File: src/rtl/ct_hpcp_evtsel_bank.sv
// HPCP event-selector bank: EVT_NUM mhpmevent registers behind one indexed
// write/read port, with per-channel event IDs, count enables and LCOFI pulse.

module gated_clk_cell (
  input  logic clk_in,
  input  logic global_en,
  input  logic module_en,
  input  logic local_en,
  input  logic external_en,
  input  logic pad_yy_icg_scan_en,
  output logic clk_out
);

  logic clk_en_bf_latch;
  logic clk_en_lat;

  assign clk_en_bf_latch = (global_en & (module_en | local_en)) | external_en;

  // Transparent while the clock is low so the enable is stable across the high phase.
  always_latch begin
    if (!clk_in) clk_en_lat <= clk_en_bf_latch | pad_yy_icg_scan_en;
  end

  assign clk_out = clk_in & clk_en_lat;

endmodule

module ct_hpcp_evtsel_bank #(
  parameter int EVT_NUM   = 29,
  parameter int EVT_WIDTH = 6,
  parameter int EVT_MAX   = 42,
  parameter int IDX_W     = 5
) (
  input  logic                           forever_cpuclk,
  input  logic                           cpurst_b,
  input  logic                           cp0_hpcp_icg_en,
  input  logic                           pad_yy_icg_scan_en,
  input  logic                           hpcp_wen,
  input  logic [EVT_NUM-1:0]             hpcp_wsel,
  input  logic [63:0]                    hpcp_wdata,
  input  logic                           hpcp_ren,
  input  logic [IDX_W-1:0]               hpcp_ridx,
  input  logic [EVT_NUM-1:0]             hpcp_cnt_of,
  input  logic [1:0]                     cp0_yy_priv_mode,
  output logic [63:0]                    hpcp_rdata,
  output logic                           hpcp_rvld,
  output logic [EVT_NUM*EVT_WIDTH-1:0]   evt_id,
  output logic [EVT_NUM-1:0]             evt_cnt_en,
  output logic                           hpcp_lcofi_pulse
);

  localparam logic [EVT_WIDTH-1:0] EVT_MAX_V = EVT_WIDTH'(EVT_MAX);
  localparam logic [IDX_W:0]       EVT_NUM_V = (IDX_W + 1)'(EVT_NUM);

  logic                                 bank_clk;
  logic                                 bank_clk_en;
  logic [EVT_NUM-1:0]                   of_q;
  logic [EVT_NUM-1:0]                   minh_q;
  logic [EVT_NUM-1:0]                   sinh_q;
  logic [EVT_NUM-1:0]                   uinh_q;
  logic [EVT_NUM-1:0][EVT_WIDTH-1:0]    evt_q;
  logic [EVT_NUM-1:0]                   wr_hit;
  logic [EVT_NUM-1:0]                   of_set;
  logic                                 wr_evt_ok;
  logic [EVT_WIDTH-1:0]                 wr_evt;
  logic [63:0]                          rd_entry;
  logic                                 rd_in_range;

  assign bank_clk_en = hpcp_wen | (|hpcp_cnt_of);

  gated_clk_cell u_bank_icg (
    .clk_in             (forever_cpuclk),
    .global_en          (1'b1),
    .module_en          (cp0_hpcp_icg_en),
    .local_en           (bank_clk_en),
    .external_en        (1'b0),
    .pad_yy_icg_scan_en (pad_yy_icg_scan_en),
    .clk_out            (bank_clk)
  );

  // WARL event field: any set reserved bit or an ID beyond EVT_MAX collapses to 0.
  assign wr_evt_ok = (hpcp_wdata[59:EVT_WIDTH] == '0) &&
                     (hpcp_wdata[EVT_WIDTH-1:0] <= EVT_MAX_V);
  assign wr_evt    = wr_evt_ok ? hpcp_wdata[EVT_WIDTH-1:0] : '0;
  assign wr_hit    = hpcp_wen ? hpcp_wsel : '0;

  // A same-cycle write wins, so its channel's overflow pulse is dropped.
  assign of_set    = hpcp_cnt_of & ~wr_hit & ~of_q;

  always_ff @(posedge bank_clk or negedge cpurst_b) begin
    if (!cpurst_b) begin
      of_q   <= '0;
      minh_q <= '0;
      sinh_q <= '0;
      uinh_q <= '0;
      evt_q  <= '0;
    end else begin
      for (int i = 0; i < EVT_NUM; i++) begin
        if (wr_hit[i]) begin
          of_q[i]   <= hpcp_wdata[63];
          minh_q[i] <= hpcp_wdata[62];
          sinh_q[i] <= hpcp_wdata[61];
          uinh_q[i] <= hpcp_wdata[60];
          evt_q[i]  <= wr_evt;
        end else if (hpcp_cnt_of[i]) begin
          of_q[i]   <= 1'b1;
        end
      end
    end
  end

  assign evt_id = evt_q;

  always_comb begin
    evt_cnt_en = '0;
    for (int i = 0; i < EVT_NUM; i++) begin
      case (cp0_yy_priv_mode)
        2'b11:   evt_cnt_en[i] = (evt_q[i] != '0) & ~minh_q[i];
        2'b01:   evt_cnt_en[i] = (evt_q[i] != '0) & ~sinh_q[i];
        2'b00:   evt_cnt_en[i] = (evt_q[i] != '0) & ~uinh_q[i];
        default: evt_cnt_en[i] = 1'b0;
      endcase
    end
  end

  assign rd_in_range = {1'b0, hpcp_ridx} < EVT_NUM_V;

  always_comb begin
    rd_entry = '0;
    if (rd_in_range) begin
      rd_entry[63]            = of_q[hpcp_ridx];
      rd_entry[62]            = minh_q[hpcp_ridx];
      rd_entry[61]            = sinh_q[hpcp_ridx];
      rd_entry[60]            = uinh_q[hpcp_ridx];
      rd_entry[EVT_WIDTH-1:0] = evt_q[hpcp_ridx];
    end
  end

  always_ff @(posedge forever_cpuclk or negedge cpurst_b) begin
    if (!cpurst_b) begin
      hpcp_rvld  <= 1'b0;
      hpcp_rdata <= '0;
    end else begin
      hpcp_rvld <= hpcp_ren;
      if (hpcp_ren) hpcp_rdata <= rd_entry;
    end
  end

  always_ff @(posedge forever_cpuclk or negedge cpurst_b) begin
    if (!cpurst_b) hpcp_lcofi_pulse <= 1'b0;
    else           hpcp_lcofi_pulse <= |of_set;
  end

endmodule
File: config.mk
export PLATFORM = sky130hd
export DESIGN_NAME = ct_hpcp_evtsel_bank
export DESIGN_NICKNAME = d
export VERILOG_FILES = /design/src/rtl/ct_hpcp_evtsel_bank.sv
export SDC_FILE = /design/constraint.sdc
export NUM_CORES = 1
export LEC_CHECK = 0
export BUFFER_PORTS_ARGS = -buffer_cell sky130_fd_sc_hd__buf_2
export CORE_ASPECT_RATIO = 0.6
export CORE_MARGIN = 8
export CORE_UTILIZATION = 45
export DETAILED_ROUTE_END_ITERATION = 12
export GPL_TIMING_DRIVEN = 1
export PLACE_DENSITY = 0.77
export SYNTH_ARGS = -nofsm -noshare
export SYNTH_HDL_FRONTEND = slang
export SYNTH_SLANG_ARGS = --single-unit
File: constraint.sdc
create_clock -name forever_cpuclk -period 1.8 [get_ports forever_cpuclk]
set_clock_uncertainty 0.05 [all_clocks]
set_input_delay 0.09 -clock forever_cpuclk [delete_from_list [all_inputs] [get_ports forever_cpuclk]]
set_output_delay 0.09 -clock forever_cpuclk [all_outputs]
set_load 0.02 [all_outputs]
=== Word level (Yosys, flattened, before mapping) ===
Index checks and enable logic that the tools add are counted.

* Bits in registers: 302
* Latch bits: 1
* Bits in writable memories: 0
* Memory bits (read-only): 0
* Bits of input ports: 135
* Output and inout port bits: 269
* Logic and storage cells: 501
* Memories kept: 0

* Add/subtract/negate cells: 0
* Multipliers: 0
* Div/mod/pow operators: 0
* Order comparisons: 3
* Eq/ne operators: 2
* Shift-type cells: 0
* Multiplexer cells: 102
* Bitwise logic cells: 182
* Reduce and logical (&&, ||, !) cells: 63

{| class="wikitable"
|+ Operators with widths
! operator !! count
|-
| nonzero test 6 bit || 29
|-
| AND 1 bit || 88
|-
| NOT 1 bit || 87
|-
| case mux 1 bit (3 select lines) || 29
|-
| 2-to-1 mux 1 bit || 63
|-
| AND 29 bit || 2
|-
| NOT 29 bit || 2
|-
| nonzero test 2 bit || 29
|-
| OR reduction 29 bit || 2
|-
| logical NOT 54 bit || 1
|-
| binary-select mux 6 bit (select 5 bit) || 1
|-
| 2-to-1 mux 29 bit || 1
|-
| binary-select mux 1 bit (select 5 bit) || 4
|-
| 2-to-1 mux 6 bit || 3
|-
| <= comparator 6 bit, second input constant || 1
|-
| less-than comparator 5 x 6 -> 1 bit, second input constant || 1
|-
| less-than comparator 5 bit, second input constant || 1
|-
| 2-to-1 mux 4 bit || 1
|-
| OR 1 bit || 3
|-
| equality test 2 x 1 -> 1 bit, second input constant || 1
|-
| equality test 2 bit, second input constant || 1
|-
| logical NOT 2 bit || 1
|-
| logical AND 1 bit || 1
|}

=== Depth between registers and ports, before layout ===
* Depth after elaboration: 5
* Depth in mapped cells: 9
* Gate-level depth less buffers: 5

=== Modules after synthesis ===
A second synthesis with hierarchy kept.

* Cell total of the unflattened synthesis: 1820
* Area, all modules: 17301.6 um^2

{| class="wikitable"
|+ Modules (own cells, without submodules)
! module !! times used !! cells each !! area each (um^2)
|-
| ct_hpcp_evtsel_bank || 1 || 1815 || 17267.8
|-
| gated_clk_cell || 1 || 5 || 33.8
|}

==> results.tsv <==
metric	value	unit
violations	negative setup slack	
drive_gt1_frac	0.4675	
place.gp.congestion	0.9585	
r2r_cells	7	
grt_max_degree	87	
max_slew.worst_pin.slew	1427	ps
vias_per_cell	6.215	
required	1950	ps
postSynth.asyncResetShare	0.9967	
path_max_fanout	1	
power_per_cell_area	746.3	mW/mm^2
hp-start	hpcp_wdata[12]	
rows	52	
antenna_found_initial	7	
max-cap-violations	0	
synthFlopType	dfrtp_1	
final_cell_mix	dfrtp_1 (260), nand2_1 (228), buf_2 (226), buf_6 (204), buf_4 (183)	
hold_path_class	in -> reg	
timing.slew.headroom	0.03973	
ioPinCount	404	
synth.ff_latch_count	303	
hold_viol	0	
cts_tree	yes	
crit_type	latch -> gate	
die_y	160.1	um
vias	16750	
cp_top_family	latches	
wl	73340	um
die_area	0.04103	sq mm
holdPathEnd	evt_id[22]$_DFFE_PN0P_	
critPathMaxStageDelay	260	ps
track_usage	0.3160	
dr.pass1.iters	6	
clk_pin_slew	70	ps
overflow	0	
drc	0	
fin_util	0.7153	
synth_edf_count	0	
crit_buf_inv	0	
drv_slew	0	
setup_viol	79	
ys_warn_count	0	
r2r-end	hpcp_rdata[3]$_DFFE_PN0P_	
io_buffer_count	349	
drtIter0Drc	2225	
crit_chain	dlxtn_2	
syn2layout_area_growth	55.63	%
irDropWorstVdd	793.4	uV
fin_nets	2344	
timing.hold.ws	35.62	ps
rsz0062_at_grt	yes	
leakage	11.18	nW
ant_nets	0	
grt_pass1_vias	16360	
whs_path_depth	8	
wl_per_cell	27.21	um
status	complete, but fails checks	
netlist_area	0.01558	sq mm
cp_slowest_cell	dlxtn_2	
mostFrequentLayoutCell	dfrtp_1	
grt_pass1_wl	101100	um
regToRegSetupSlack	-300	ps
core_area	0.03390	sq mm
reg2reg_from	evt_id[63]$_DFFE_PN0P_	
hpwl	44040	um
setup_tns	-14570	ps
fin_ws	-844.3	ps
cp_num_cells	1	
initial_utilization	0.4597	
ys_types	46	
power	0.01810	W
syn-instance-count	1473	
insertion_delay	1000	ps
crit_arrival	2800	ps
startpoint_type	latch	
critical_path.endpoint_type	clock gate	
die_w	256.2	um
syn-mean-instance-area	10.58	sq um
## through the flow
stage	cell area [sq um]	std cells	setup slack, ps
after floorplan	15780	1526	0
after global placement	18480	2331	-280.1
after detailed placement	18480	2331	-288.5
after CTS	23150	2651	-410.2
after global routing	24250	2694	-679.0
final	24250	2695	-844.3
## final cells by class
| type | count | area (sq um) |
|---|---|---|
| antenna | 5 | 12.51 |
| clock buffer | 58 | 1157 |
| clock inverter | 5 | 65.06 |
| fill | 2153 | 9649 |
| inverter | 4 | 15.01 |
| multi-input combinational | 1068 | 8001 |
| sequential | 303 | 7626 |
| tap | 459 | 574.3 |
| timing repair buffer | 793 | 6797 |
## synth_stat cells, types with 3 or more instances
| cell type | number | area, sq um |
|---|---|---|
| nand2b_1 | 5 | 31.28 |
| o21ai_0 | 115 | 575.6 |
| nand4_1 | 12 | 75.07 |
| mux4_1 | 11 | 289.0 |
| nand3_1 | 11 | 55.05 |
| dfrtp_1 | 302 | 7557 |
| or3_1 | 3 | 18.77 |
| nor2b_1 | 17 | 106.4 |
| nand2_1 | 235 | 882.1 |
| mux2_2 | 90 | 1013 |
| o2111ai_1 | 3 | 26.28 |
| a211oi_1 | 6 | 45.04 |
| a221oi_1 | 17 | 148.9 |
| mux2i_1 | 56 | 560.5 |
| nor2_1 | 120 | 450.4 |
| mux4_2 | 40 | 900.9 |
| nand3b_1 | 28 | 210.2 |
| o221ai_1 | 9 | 78.83 |
| a21oi_1 | 99 | 495.5 |
| buf_4 | 56 | 420.4 |
| a2111oi_0 | 6 | 52.55 |
| buf_2 | 14 | 70.07 |
| buf_6 | 12 | 135.1 |
| clkbuf_1 | 64 | 240.2 |
| nor4_1 | 51 | 319.1 |
| buf_12 | 3 | 60.06 |
| o31ai_1 | 6 | 45.04 |
| o21ai_2 | 60 | 525.5 |
## worst max path at each step
| stage | to | slack, ps | start |
|---|---|---|---|
| after global placement | hpcp_rdata[1]$_DFFE_PN0P_ | -280 | hpcp_ridx[0] |
| after detailed placement | hpcp_rdata[3]$_DFFE_PN0P_ | -290 | hpcp_ridx[0] |
| final | clock gate | -840 | u_bank_icg.clk_en_lat$_DLATCH_N_ |
| after CTS | clock gate | -410 | u_bank_icg.clk_en_lat$_DLATCH_N_ |
| after floorplan | u_bank_icg.clk_en_lat$_DLATCH_N_ | 0 | hpcp_wen |
| after global routing | clock gate | -680 | u_bank_icg.clk_en_lat$_DLATCH_N_ |
## timing repair
item                       CTS  global route
gates resized for setup    288           244
pin swaps                   65            41
setup endpoints to repair   78           151
hold endpoints to repair   605             0
setup buffers               98            63
hold buffers               163             0
## sequential cells by signal, summed over array words and instances (netlist names)
name	count
sinh_q	29
hpcp_rvld	1
uinh_q	29
minh_q	29
hpcp_rdata	10
u_bank_icg.clk_en_lat	1
evt_id	174
hpcp_lcofi_pulse	1
of_q	29
## per-layer routing
layer / GRT usage / wire [um]
met5: 0 / 41
met1: 0.4069 / 26850
met4: 0.1593 / 4717
met3: 0.08577 / 9286
met2: 0.4880 / 32450
## report_power, final
group          switching [W]  total, W  internal, W
Sequential          0.000352   0.00752      0.00717
Combinational        0.00166   0.00300      0.00134
Clock                0.00304   0.00758      0.00454
## kinds of logic after synthesis
kind of cell	Yosys count	synth area share
buf+inv	155	0.06087
latches	1	0.0009633
flops	302	0.4850
simple gates	490	0.1424
other cells	1	0.0002407
mux	198	0.1790
compound gates	326	0.1315
(Power assumes the default switching activity.)
